<file path="src/rtl/cpu_pkg.sv">
// cpu_pkg: shared CPU types and default widths used by the load/store path.
package cpu_pkg;
   typedef enum logic [1:0] {IDLE, ISSUE, WAIT, RESP} mau_state_t;
   localparam int WORD_W = 16;
   localparam int DMEM_DEPTH = 256;
endpackage

</file>
<file path="src/rtl/mem_access_unit.sv">
// mem_access_unit: single-outstanding load/store unit driving a fixed-latency synchronous data memory.
module mem_access_unit
   import cpu_pkg::*;
#(
   parameter int DATA_W = WORD_W,
   parameter int ADDR_W = 16,
   parameter int DEPTH = DMEM_DEPTH,
   parameter int MEM_LATENCY = 1
) (
   input  logic              clk,
   input  logic              rst_n,
   input  logic              req_valid,
   output logic              req_ready,
   input  logic              req_write,
   input  logic [ADDR_W-1:0] req_addr,
   input  logic [DATA_W-1:0] req_wdata,
   output logic              rsp_valid,
   input  logic              rsp_ready,
   output logic [DATA_W-1:0] ReadData,
   output logic              rsp_err,
   output logic [ADDR_W-1:0] mem_addr,
   output logic [DATA_W-1:0] mem_wdata,
   output logic              mem_we,
   output logic              mem_re,
   input  logic [DATA_W-1:0] mem_rdata
);
   // one extra bit so DEPTH == 2**ADDR_W never flags an address
   localparam logic [ADDR_W:0] LIMIT = (ADDR_W+1)'(DEPTH);
   localparam logic [1:0] CNT_INIT = 2'(MEM_LATENCY-1);
   mau_state_t state;
   logic wr;
   logic [1:0] cnt;
   always_ff @(posedge clk or negedge rst_n) begin
      if (!rst_n) begin
         state <= IDLE;
         req_ready <= 1'b0;
         rsp_valid <= 1'b0;
         rsp_err <= 1'b0;
         ReadData <= '0;
         mem_we <= 1'b0;
         mem_re <= 1'b0;
         mem_addr <= '0;
         mem_wdata <= '0;
         wr <= 1'b0;
         cnt <= '0;
      end else begin
         case (state)
            IDLE: begin
               req_ready <= 1'b1;
               if (req_valid && req_ready) begin
                  req_ready <= 1'b0;
                  wr <= req_write;
                  if ({1'b0, req_addr} >= LIMIT) begin
                     rsp_err <= 1'b1;
                     rsp_valid <= 1'b1;
                     ReadData <= '0;
                     state <= RESP;
                  end else begin
                     mem_addr <= req_addr;
                     mem_wdata <= req_wdata;
                     mem_we <= req_write;
                     mem_re <= !req_write;
                     state <= ISSUE;
                  end
               end
            end
            ISSUE: begin
               mem_we <= 1'b0;
               mem_re <= 1'b0;
               cnt <= CNT_INIT;
               state <= WAIT;
            end
            WAIT: begin
               if (cnt == 2'd0) begin
                  ReadData <= wr ? '0 : mem_rdata;
                  rsp_valid <= 1'b1;
                  state <= RESP;
               end else begin
                  cnt <= cnt - 2'd1;
               end
            end
            RESP: begin
               if (rsp_ready) begin
                  rsp_valid <= 1'b0;
                  rsp_err <= 1'b0;
                  req_ready <= 1'b1;
                  state <= IDLE;
               end
            end
            default: state <= IDLE;
         endcase
      end
   end
endmodule

</file>
<file path="config.mk">
export PLATFORM = sky130hd
export DESIGN_NAME = mem_access_unit
export DESIGN_NICKNAME = d
export VERILOG_FILES = /design/src/rtl/cpu_pkg.sv /design/src/rtl/mem_access_unit.sv
export SDC_FILE = /design/constraint.sdc
export NUM_CORES = 1
export LEC_CHECK = 0
export BUFFER_PORTS_ARGS = -buffer_cell sky130_fd_sc_hd__buf_2
export CAP_MARGIN = 10
export CORE_ASPECT_RATIO = 1.75
export CORE_MARGIN = 10
export CORE_UTILIZATION = 30
export DETAILED_ROUTE_END_ITERATION = 8
export GPL_TIMING_DRIVEN = 0
export HOLD_SLACK_MARGIN = 0.12
export SLEW_MARGIN = 30
export SYNTH_ARGS = -nofsm -noshare
export SYNTH_HDL_FRONTEND = slang
export SYNTH_SLANG_ARGS = --single-unit
</file>
<file path="constraint.sdc">
create_clock -name clk -period 4.5 [get_ports clk]
set_input_delay 0.45 -clock clk [delete_from_list [all_inputs] [get_ports clk]]
set_output_delay 0.45 -clock clk [all_outputs]
set_load 0.01 [all_outputs]
</file>
==> qor.csv <==
metric,value,unit
antenna_found_initial,0,
grtUsageTotal,10.8,%
rr_startpoint,state[0],
min_period,2050,ps
post_drt_wl_per_cell,15.5,um
hold_class,input port to async pin,
yosys.area_share.simple,10.5,%
yosys_warnings,0,
clock_path_buffers,2,
grt_first_pass_wirelength,11000,um
slew_headroom,50.8,%
worstPathBufferInverterCount,3,
cts_buffers,9,
fin_total_pwr,2.03,mW
clkSlewWorstSetupHoldPaths,50,ps
fin_setup_tns,0,ps
yosysUniqueCellTypes,32,
cts_tree,done,
clock_latency,320,ps
cp-end-kind,flip-flop,
finalClockSkew,3.16,ps
synthCells,198,
mostFrequentLayoutCells,"buf_2 (106), dfrtp_1 (58), inv_1 (23)",
seqCellArea,1450,um2
dieArea,12900,um2
final_common_cell,buf_2,
synth-edff-count,0,
gp_congestion,0.723,
diodes,0,
syn_area,2590,um2
slew_violations,0,
first_global_vias,2121,
post-cts-setup-buffers,0,
slowest_stage,dfrtp_1,
leakage,2.04,nW
synthTopCellsByArea,"dfrtp_1 (56%), mux2_4 (10%), mux2i_1 (7.7%), inv_1 (3.3%), nand2_1 (3.0%)",
worst_slack,2450,ps
synth_fa_ha_area_share,2.42,%
dr.pass1.iters,4,
synthMuxAreaShare,20.8,%
avgSynthCellArea,13.1,um2
first_iter_violations,34,
synth-compound-area-share,4.69,%
synth_top_area_share,56.1,%
peakVddDrop,0.223,mV
area_growth,37.8,%
async_flop_share,100,%
synth_top_flop_cell,dfrtp_1,
setup_viol_count_final,0,
fillCellCount,833,
ioPinCount,106,
hold_viol_final,0,
path_cells,inv_1 > ha_1 > buf_2 > nor2b_4 > nand3_2 > o2111ai_4 > buf_8 > mux2i_1,
port_buffers,105,
drive_gt1_share,49.5,%
grt_max_degree,59,
cp.arrival,2290,ps
worst-slew-pin-transition,737,ps
vias,1831,
required,4740,ps
yosysSeqAreaShare,56.1,%
outcome,"finished, final reports clean",
row_count,44,
synth_top_family_by_area,multiplexers,
syn_nets,256,
cts.repair.resized,0,
worstPathMaxFanout,10,
fmax,488,MHz
critPathKind,flip-flop to flip-flop,
ys_ff_latch,58,
drc_errors,0,
power_per_cell_area,570,nW/um2
cpPeakStageDelay,400,ps
drv_cap,0,
die_w,90.2,um
grt_setup_unrepaired,false,
finalNonFillerCells,434,
via_per_inst,4.22,
grt_overflow,0,
die_h,143,um
holdBufCountCts,0,
critical_path.top_delay_family,buffers and inverters,
cts_root_buf,clkbuf_16,
fin_hold_ws,177,ps
start_util,30.9,%
ant_nets,0,
layout.nets,372,
routed_wl,6720,um
cts_max_level,3,
place_inst,418,
synth_top_area_cell,dfrtp_1,
dpl.hpwl,5330,um
startpoint_type,flip-flop,
crit_path_start,state[0],
core,8370,um2
multiInputGateArea,993,um2
cts.sinks,58,
post-route-period-util,45.6,%
dp_slack,2440,ps
yosys.area_share.xor_xnor,0,%
==> cell usage after synthesis (all sizes together), types with 2 or more instances <==
library cell / n
dfrtp: 58
mux2: 24
inv: 23
nand2: 21
mux2i: 20
and2: 9
o21ai: 6
buf: 5
ha: 5
nand3: 5
nand2b: 3
clkbuf: 2
nor2: 2
nor2b: 2
==> cells by family after synthesis <==
group	Yosys count
DFF	58
and+or+nand+nor	46
muxes	44
buffers and inverters	30
AOI/OAI and AO/OA	15
adders and majority gates	5
==> flip-flops by register name, indices dropped and copies added (netlist names), 2 cells and up <==
register   cells
state          2
mem_wdata     16
ReadData      16
cnt            2
mem_addr      16
==> layout make-up <==
class	instances	area share, %
flip-flops and latches	58	40.7
clock inverters	5	1.47
clock buffers	11	7.09
well taps	115	4.04
plain buffers	7	1.54
multi-input cells	110	27.9
inverters	23	2.42
repair buffers	105	14.8
==> routing by layer <==
layer	vias up	wire, um	GRT usage (%)
li1	882	-	-
met1	884	2370	10.4
met2	55	3850	19.9
met3	10	299	2.36
met4	0	200	7.83
met5	-	0	0
==> per-stage QoR <==
stage                     instance area (um2)  utilization, %
final                                    3560            42.6
after global routing                     3560            42.6
after CTS                                3560            42.6
after detailed placement                 3260            38.9
after global placement                   3260            38.9
after floorplan                          2590               -
==> power breakdown <==
| part | internal [mW] | switching, mW | leakage, nW |
|---|---|---|---|
| clock | 0.455 | 0.236 | 0.151 |
| sequential | 0.635 | 0.0624 | 0.786 |
| combinational | 0.293 | 0.350 | 1.10 |
| total | 1.38 | 0.648 | 2.04 |
==> worst paths after layout <==
path | slack (ps) | end | depth (start not counted)
setup / recovery | 2450 | ReadData[3] | 8
hold / removal | 180 | mem_addr[14] | 1
setup reg to reg | 2450 | ReadData[3] | 8
hold reg to reg | 480 | wr | 2
max in group asynchronous | 3820 | mem_wdata[12] | 1
min in group clk | 350 | mem_addr[7] | 2
Note: power is estimated with default switching activity, not from simulation.
